[src/rtl/nand3_bist_ctrl.sv]
// BIST sequencer for a bank of NAND3 cells sharing one 3-bit test bus.
// Walks all 8 vectors, waits SETTLE cycles per vector, then scores every cell output.
module nand3_bist_ctrl #(
   parameter int NCELLS = 8,
   parameter int SETTLE = 2,
   parameter int ERRW   = 8
) (
   input  logic              CLK,
   input  logic              RST,
   input  logic              START,
   input  logic              ABORT,
   input  logic [NCELLS-1:0] Y_I,
   output logic [2:0]        VEC_O,
   output logic              BUSY,
   output logic              DONE,
   output logic              PASS,
   output logic [ERRW-1:0]   ERR_CNT,
   output logic [NCELLS-1:0] FAIL_MASK,
   output logic [2:0]        FIRST_FAIL_VEC,
   output logic              FIRST_FAIL_VALID
);

   localparam int CW = (SETTLE > 1) ? $clog2(SETTLE) : 1;
   localparam int PW = $clog2(NCELLS + 1);
   localparam int SW = ((ERRW > PW) ? ERRW : PW) + 1;
   localparam logic [ERRW-1:0] ERR_MAX = '1;
   localparam logic [CW-1:0]   CNT_RELOAD = CW'(SETTLE - 1);

   typedef enum logic [1:0] {
      ST_IDLE,
      ST_WAIT,
      ST_SAMPLE,
      ST_FINISH
   } state_t;

   state_t              state, state_nxt;
   logic [CW-1:0]       cnt, cnt_nxt;
   logic [2:0]          vec_nxt, ffv_nxt;
   logic                ffvalid_nxt, pass_nxt;
   logic [ERRW-1:0]     err_nxt;
   logic [NCELLS-1:0]   mask_nxt;
   logic [NCELLS-1:0]   mism;
   logic [PW-1:0]       pop;
   logic [SW-1:0]       sum;
   logic [ERRW-1:0]     err_sat;

   // Every cell sees the same vector, so the expected value is one bit fanned out.
   always_comb begin
      mism = Y_I ^ {NCELLS{~&VEC_O}};
      pop  = '0;
      for (int i = 0; i < NCELLS; i++) begin
         pop = pop + PW'(mism[i]);
      end
      sum     = SW'(ERR_CNT) + SW'(pop);
      err_sat = (sum > SW'(ERR_MAX)) ? ERR_MAX : sum[ERRW-1:0];
   end

   always_comb begin
      state_nxt   = state;
      cnt_nxt     = cnt;
      vec_nxt     = VEC_O;
      err_nxt     = ERR_CNT;
      mask_nxt    = FAIL_MASK;
      ffv_nxt     = FIRST_FAIL_VEC;
      ffvalid_nxt = FIRST_FAIL_VALID;
      pass_nxt    = PASS;
      case (state)
         ST_IDLE: begin
            if (START) begin
               vec_nxt     = 3'd0;
               cnt_nxt     = CNT_RELOAD;
               err_nxt     = '0;
               mask_nxt    = '0;
               ffv_nxt     = 3'd0;
               ffvalid_nxt = 1'b0;
               pass_nxt    = 1'b0;
               state_nxt   = ST_WAIT;
            end
         end
         ST_WAIT: begin
            if (ABORT) begin
               pass_nxt  = 1'b0;
               state_nxt = ST_IDLE;
            end else if (cnt == '0) begin
               state_nxt = ST_SAMPLE;
            end else begin
               cnt_nxt = cnt - CW'(1);
            end
         end
         ST_SAMPLE: begin
            // The sample is scored even when ABORT arrives in the same cycle.
            mask_nxt = FAIL_MASK | mism;
            err_nxt  = err_sat;
            if ((mism != '0) && !FIRST_FAIL_VALID) begin
               ffv_nxt     = VEC_O;
               ffvalid_nxt = 1'b1;
            end
            if (ABORT) begin
               pass_nxt  = 1'b0;
               state_nxt = ST_IDLE;
            end else if (VEC_O == 3'd7) begin
               pass_nxt  = ((FAIL_MASK | mism) == '0);
               state_nxt = ST_FINISH;
            end else begin
               vec_nxt   = VEC_O + 3'd1;
               cnt_nxt   = CNT_RELOAD;
               state_nxt = ST_WAIT;
            end
         end
         ST_FINISH: begin
            state_nxt = ST_IDLE;
         end
         default: begin
            state_nxt = ST_IDLE;
         end
      endcase
   end

   always_ff @(posedge CLK) begin
      if (RST) begin
         state            <= ST_IDLE;
         cnt              <= '0;
         VEC_O            <= 3'd0;
         PASS             <= 1'b0;
         ERR_CNT          <= '0;
         FAIL_MASK        <= '0;
         FIRST_FAIL_VEC   <= 3'd0;
         FIRST_FAIL_VALID <= 1'b0;
      end else begin
         state            <= state_nxt;
         cnt              <= cnt_nxt;
         VEC_O            <= vec_nxt;
         PASS             <= pass_nxt;
         ERR_CNT          <= err_nxt;
         FAIL_MASK        <= mask_nxt;
         FIRST_FAIL_VEC   <= ffv_nxt;
         FIRST_FAIL_VALID <= ffvalid_nxt;
      end
   end

   assign BUSY = (state == ST_WAIT) || (state == ST_SAMPLE);
   assign DONE = (state == ST_FINISH);

endmodule

[config.mk]
export PLATFORM = sky130hd
export DESIGN_NAME = nand3_bist_ctrl
export DESIGN_NICKNAME = d
export VERILOG_FILES = /design/src/rtl/nand3_bist_ctrl.sv
export SDC_FILE = /design/constraint.sdc
export NUM_CORES = 1
export LEC_CHECK = 0
export ABC_AREA = 1
export CORE_ASPECT_RATIO = 1.5
export CORE_MARGIN = 2
export CORE_UTILIZATION = 25
export CTS_CLUSTER_SIZE = 25
export DETAILED_ROUTE_END_ITERATION = 8
export PLACE_DENSITY = 0.52
export SYNTH_ARGS = -nofsm -noshare
export SYNTH_HDL_FRONTEND = slang
export SYNTH_SLANG_ARGS = --single-unit
[constraint.sdc]
create_clock -name CLK -period 10 [get_ports CLK]
set_input_delay 3 -clock CLK [delete_from_list [all_inputs] [get_ports CLK]]
set_output_delay 3 -clock CLK [all_outputs]
set_load 0.1 [all_outputs]
# [Word level (Yosys, flattened, before mapping)]
# Index checks and enable logic that the tools add are counted.
[totals] reg_bits=27 latchBits=0 ram_bits=0 romBits=0 out_inout_bits=26 word_cells=78 n_memories=0
[classes] addsub=10 mul=0 div_mod_pow=0 magnitude_cmp=1 n_eq_ne=12 n_shift=0 n_mux=29 bitwise=2 n_reduce_logical=16
[ops] op="$pmux W8 S2" count=2
[ops] op="$add A4 B1 Y4" count=4
[ops] op="$mux W8" count=2
[ops] op="$mux W3" count=4
[ops] op="$ne A2 B2 Y1 const B" count=6
[ops] op="$pmux W3 S2" count=2
[ops] op="$mux W1" count=10
[ops] op="$mux W2" count=5
[ops] op="$add A8 B4 Y9" count=1
[ops] op="$gt A9 B8 Y1 const B" count=1
[ops] op="$logic_not A8 Y1" count=1
[ops] op="$or A8 B8 Y8" count=1
[ops] op="$pmux W2 S4" count=1
[ops] op="$reduce_and A4 Y1" count=2
[ops] op="$reduce_bool A8 Y1" count=1
[ops] op="$xor A8 B8 Y8" count=1
[ops] op="$ne A3 B3 Y1 const B" count=2
[ops] op="$pmux W1 S3" count=2
[ops] op="$reduce_and A3 Y1" count=2
[ops] op="$reduce_and A5 Y1" count=1
[ops] op="$add A3 B1 Y4" count=1
[ops] op="$eq A2 B2 Y1 const B" count=2
[ops] op="$reduce_and A2 Y1" count=2
[ops] op="$add A2 B1 Y3" count=1
[ops] op="12 further kinds" count=13

# [Depth between registers and ports, before layout]
[depth] word_depth=14 ltp_mapped=20

# [Worst setup path after synthesis]
# OpenSTA, ideal clock, no wires.
[synth_timing] path_type="input port to flip-flop" start="in Y_I[0]" end="reg ERR_CNT[3]" arrival_ps=6232 path_slack_ps=3634 cell_stages=17 n_path_buf=0 cell_sequence="inv_1 > nand2_1 > nand2_1 > inv_1 > fa_1 > fa_1 > inv_1 > fa_1 > inv_1 > fa_1 > fa_1 > nand3_1 > nand2_1 > nand3_1 > inv_1 > o21ai_0 > a21oi_1"
[synth_between] elab_chain_len=12
[synth_lines] item="from (decl)" line="12" source="input logic [NCELLS-1:0] Y_I,"
[synth_lines] item="$xor A8 B8 Y8 *" line="49" source="mism = Y_I ^ {NCELLS{~&VEC_O}};"
[synth_lines] item="$add A1 B1 Y2 *" line="52" source="pop = pop + PW'(mism[i]);"
[synth_lines] item="$add A2 B1 Y3 *" line="52"
[synth_lines] item="$add A3 B1 Y4 *" line="52"
[synth_lines] item="$add A4 B1 Y4 * (4 in a row)" line="52"
[synth_lines] item="$add A8 B4 Y9 *" line="54" source="sum = SW'(ERR_CNT) + SW'(pop);"
[synth_lines] item="$gt A9 B8 Y1" line="55" source="err_sat = (sum > SW'(ERR_MAX)) ? ERR_MAX : sum[ERRW-1:0];"
[synth_lines] item="$mux W8 *" line="55"
[synth_lines] item="$pmux W8 S2 *" line="67" source="case (state)"
[synth_lines] item="to (signal assigned)" line="134" source="ERR_CNT <= err_nxt;"
[synth_lines] item="to (decl)" line="17" source="output logic [ERRW-1:0] ERR_CNT,"
# Every way passes the cells marked *; elsewhere a longest branch is shown, timed or not.
# A chain may end at the register's enable or synchronous reset.

# [Worst setup path in the final report]
# Ends and elaborated chain as after synthesis.

==> results <==
- The synthesized design spends more area on one cell type than any other, namely sky130_fd_sc_hd__dfxtp_1.
- STA classifies the critical path startpoint as a primary input.
- The required arrival time at the worst endpoint is 10.13 ns.
- The total power density per cell area is 113.3 nW/um^2.
- After detailed routing, the number of remaining DRC violations is 0.
- Internal power comes to 0.1632 mW.
- The total of warnings raised by yosys is 0.
- Setup slack on the critical path of the routed design comes to around 3.2 ns.
- The number of buffers created by CTS is 3.
- The worst hold path startpoint is FIRST_FAIL_VEC[0].
- In the final routed layout, each cell accounts on average for 11.68 um.
- Input and output buffers added on the ports amount to 37.
- The max-slew violation total from the final report was 0.
- Sequential cells were found to cover 30.21% of the synthesized design area.
- In the post-synthesis netlist, the biggest area contributors are sky130_fd_sc_hd__dfxtp_1, sky130_fd_sc_hd__nand2_1, sky130_fd_sc_hd__ha_1.
- The overall overflow remaining after global route is 0.
- After floorplanning, the core was sized to cover ~7000 sq um.
- The quantity of gates resized following cts is 0.
- After filler insertion, the fill cell instance count of the layout stands at around 750.
- Synthesis produced a netlist with a net count of slightly below 300.
- The worst register-to-register path begins at VEC_O[0].
- The post-synthesis area per instance is ~6.9 sq um.
- Summing all multi-input logic gate instances after layout gives approximately 1100 sq um.
- The number of nets in the layout is approximately 330.
- The number of different library cells in the post-synthesis netlist is 27.
- The largest net degree at the start of global routing is 24.
- After clock tree synthesis, the clock-pin slew on the worst setup and hold paths is around 0.10 ns.
- The mapped netlist covers ~1800 sq um.
- The async set-or-reset flop fraction in the synthesized netlist is 0%.
- The length of routed met2 wiring is approximately 2100 um.
- The floorplan has 37 rows.
- Hold repair after CTS inserted 0 buffers.
- The wire length of the first global-routing pass is ~7600 um.
- In this run the tightest slew margin relative to its limit is 34.74%.
- The detailed-routed wire length on met3 is 163 um.
- Data on the critical path arrives at its endpoint at just under 7 ns.
- In the final layout, the share of cells above drive strength 1 is under 10%.
- The gate count after technology mapping is 260.
- The number of antenna violations at the first check in global routing is 0.
- The run finished with clean final reports.
- Summed over all failing endpoints, the final setup total negative slack is 0 ns.
- After detailed routing, the wire length on met1 is roughly 2000 um.
- The final number of hold-violating endpoints is 0.
- The clock tree root driver cell is sky130_fd_sc_hd__clkbuf_8.
- In this run the register-to-register setup slack is just over 5 ns.
- The critical path in this run is classified as primary input to flip-flop.
- Once the floorplan was initialized, standard cells occupied about a quarter of the core.
- The number of cells on the worst reg-to-reg path is 19.
- The violation count after the first detailed-routing iteration is a little under 90.
- In this run, flip-flops and latches consume 44.2% of the power.
- Setup repair after global routing left no endpoint under its margin.
- The kind of end point of the critical path is a flip-flop.
- In the routed layout, each cell is associated on average with a via count of around 4.5.
- The worst hold path belongs to the class flip-flop to flip-flop.
- Detailed routing inserted a total of between 1,500 and 2,000 vias.
- Once the clock tree was built, the setup fixing pass inserted 0 buffers.
- Max-cap violations in this run came to 0.
- The via count of the first global-routing pass is around 1,700.
- In this run the static leakage power is around 1 nW.
- Timing analysis after detailed placement gives a worst setup slack of about 2.9 ns.
- The clock period minus worst slack is about 6.8 ns.
- The clock network latency to the later pin of the worst-skew pair is 0.28 ns.
- The iteration count of the initial detailed-routing pass is 5.
- Per report_power, the clock group accounts for between 20% and 30% of the total.
- In this run the remaining antenna-violating nets after routing total 0.
- In this run the critical register-to-register path is captured at ERR_CNT[3].
- The HPWL after detailed placement is between 3000 and 4000 um.
- The worst hold path depth is 2.
- The global-route usage over all layers is around 12%.
- After synthesis the netlist holds a flip-flop and latch count of 27.
- After layout, the worst path uses approximately two thirds of the clock period.
- The CTS sink count is 27.
- The maximum clock frequency is roughly 0.15 GHz.
- For the pin with the worst max-slew slack, the measured transition is between 0.9 and 1 ns.
- The share of total power dissipated in combinational logic is a little under a third.
- For this design the top-level I/O count stands at 38.
- The final routed wirelength across all metal layers is between 4000 and 5000 um.
- The highest metal layer carrying signal wires in the routed design is met4.
- At the end of routability-driven placement, the weighted congestion stood at roughly 0.76.
- The area share of the leading cell type in the synthesized netlist is between 30% and 40%.
- Setup violations remaining at the end of the flow were counted as 0.
- By count the netlist is led by sky130_fd_sc_hd__nand2_1, sky130_fd_sc_hd__inv_1, sky130_fd_sc_hd__dfxtp_1.
- The count of inserted antenna diode cells is 0.
- The area growth from synthesis to final layout is 26.50%.
- The maximum clock skew at final layout is a little over 0.006 ns.
- The most used flip-flop cell after synthesis is sky130_fd_sc_hd__dfxtp_1.
- The most used standard cell by instance count after synthesis is sky130_fd_sc_hd__nand2_1.
- The path with the worst hold slack has its endpoint at FIRST_FAIL_VEC[0].
- The number of buffers on the longest clock path is 2.
- In this run switching power makes up 36.35% of total power.
- In this run the worst path has a maximum fanout of 4.
- The worst-case IR drop observed on VDD is 0.05062 mV.
- The width of the chip is roughly 73 um.
- For this design the total switching power over the nets is 0.09320 mW.
- The worst hold margin is about 0.47 ns.
- Measured along the y axis, the die boundary spans about 110 um.
- The synthesized design contains 0 enable-type register cells.
- The die area is 7864 sq um.
- TritonCTS built the clock tree.
- In the final layout, flip-flops and latches occupy between 500 and 600 sq um.
- In this run the number of H-tree levels came out at 1.
==> power groups by stage <==
stage | combinational (mW) | clock (mW) | sequential [mW]
floorplan | 0.0473 | 0 | 0.128
global placement | 0.0795 | 0 | 0.116
detailed placement | 0.0788 | 0 | 0.116
CTS | 0.0793 | 0.0678 | 0.113
global route | 0.0890 | 0.0711 | 0.114
finish | 0.0783 | 0.0646 | 0.113
==> worst max-delay path: stages <==
cell                              delay [ns]
sky130_fd_sc_hd__clkdlybuf4s50_1        0.48
sky130_fd_sc_hd__inv_1                  0.04
sky130_fd_sc_hd__nand2_1                0.04
sky130_fd_sc_hd__nand2_1                0.07
sky130_fd_sc_hd__inv_1                  0.11
sky130_fd_sc_hd__fa_1                   0.45
sky130_fd_sc_hd__fa_1                   0.55
sky130_fd_sc_hd__inv_1                  0.06
sky130_fd_sc_hd__fa_1                   0.53
sky130_fd_sc_hd__inv_1                  0.05
sky130_fd_sc_hd__fa_1                   0.46
sky130_fd_sc_hd__fa_1                   0.43
sky130_fd_sc_hd__nand3_1                0.10
sky130_fd_sc_hd__nand2_1                0.08
sky130_fd_sc_hd__nand3_1                0.14
sky130_fd_sc_hd__inv_1                  0.07
sky130_fd_sc_hd__o21ai_0                0.18
sky130_fd_sc_hd__a21oi_1                0.08
==> placed cells by master (no fill, tap or decap), types with 3 or more instances in the layout <==
cell / n
sky130_fd_sc_hd__nand2_2: 11
sky130_fd_sc_hd__a21oi_1: 25
sky130_fd_sc_hd__a21oi_2: 3
sky130_fd_sc_hd__nor2_1: 15
sky130_fd_sc_hd__nor2_2: 3
sky130_fd_sc_hd__ha_1: 12
sky130_fd_sc_hd__clkbuf_8: 3
sky130_fd_sc_hd__fa_1: 5
sky130_fd_sc_hd__nand2_1: 67
sky130_fd_sc_hd__dfxtp_1: 27
sky130_fd_sc_hd__clkdlybuf4s50_1: 37
sky130_fd_sc_hd__nand3_1: 11
sky130_fd_sc_hd__inv_2: 4
sky130_fd_sc_hd__nor3_1: 5
sky130_fd_sc_hd__nand4_1: 3
sky130_fd_sc_hd__inv_1: 36
sky130_fd_sc_hd__o21ai_0: 18
==> flip-flops by register name (all words and copies together) (netlist names) <==
register,flops
cnt,1
FIRST_FAIL_VEC,3
VEC_O,3
FAIL_MASK,8
PASS,1
FIRST_FAIL_VALID,1
state,2
ERR_CNT,8
==> worst max path at each step <==
stage	endpoint	slack (ns)	cells after the start	start
2_1_floorplan	ERR_CNT[3]	3.63	17	Y_I[0]
3_3_place_gp	ERR_CNT[3]	2.95	18	Y_I[0]
6_report	ERR_CNT[3]	3.21	18	Y_I[0]
3_5_place_dp	ERR_CNT[3]	2.90	18	Y_I[0]
5_1_grt	ERR_CNT[0]	2.95	18	Y_I[0]
4_1_cts	ERR_CNT[3]	3.18	18	Y_I[0]
==> area by class of cell <==
| type | count | share of cell area (%) |
|---|---|---|
| well taps | 78 | 4.312 |
| clock inverters | 1 | 0.2211 |
| flip-flops and latches | 27 | 23.88 |
| repair buffers | 38 | 16.69 |
| clock buffers | 3 | 1.824 |
| multi-input cells | 186 | 46.43 |
| inverters | 40 | 6.634 |
==> metal layers <==
metal  global-route usage, %  vias to the layer above
met2                   20.66                       36
li1                        -                      903
met4                   4.894                        0
met3                   1.217                        4
met5                       0                        -
met1                   15.50                      744
==> cell families after synthesis <==
family                     Yosys count  synth area share [%]
AOI/OAI and AO/OA                   52                 16.01
adders and majority gates           17                 13.99
and+or+nand+nor                    116                 28.25
DFF                                 27                 30.21
buffers and inverters               47                 11.05
xor gates and xnor gates             1                0.4896
==> metrics by stage <==
stage | instance area [sq um] | util, % | std cells | power (mW)
3_5_place_dp | 2217 | 32.14 | 369 | 0.1947
6_report | 2263 | 32.81 | 373 | 0.2564
3_3_place_gp | 2217 | 32.14 | 369 | 0.1955
5_1_grt | 2263 | 32.81 | 373 | 0.2741
4_1_cts | 2263 | 32.81 | 373 | 0.2605
2_1_floorplan | 1789 | - | 260 | 0.1748
(Power assumes the default switching activity.)
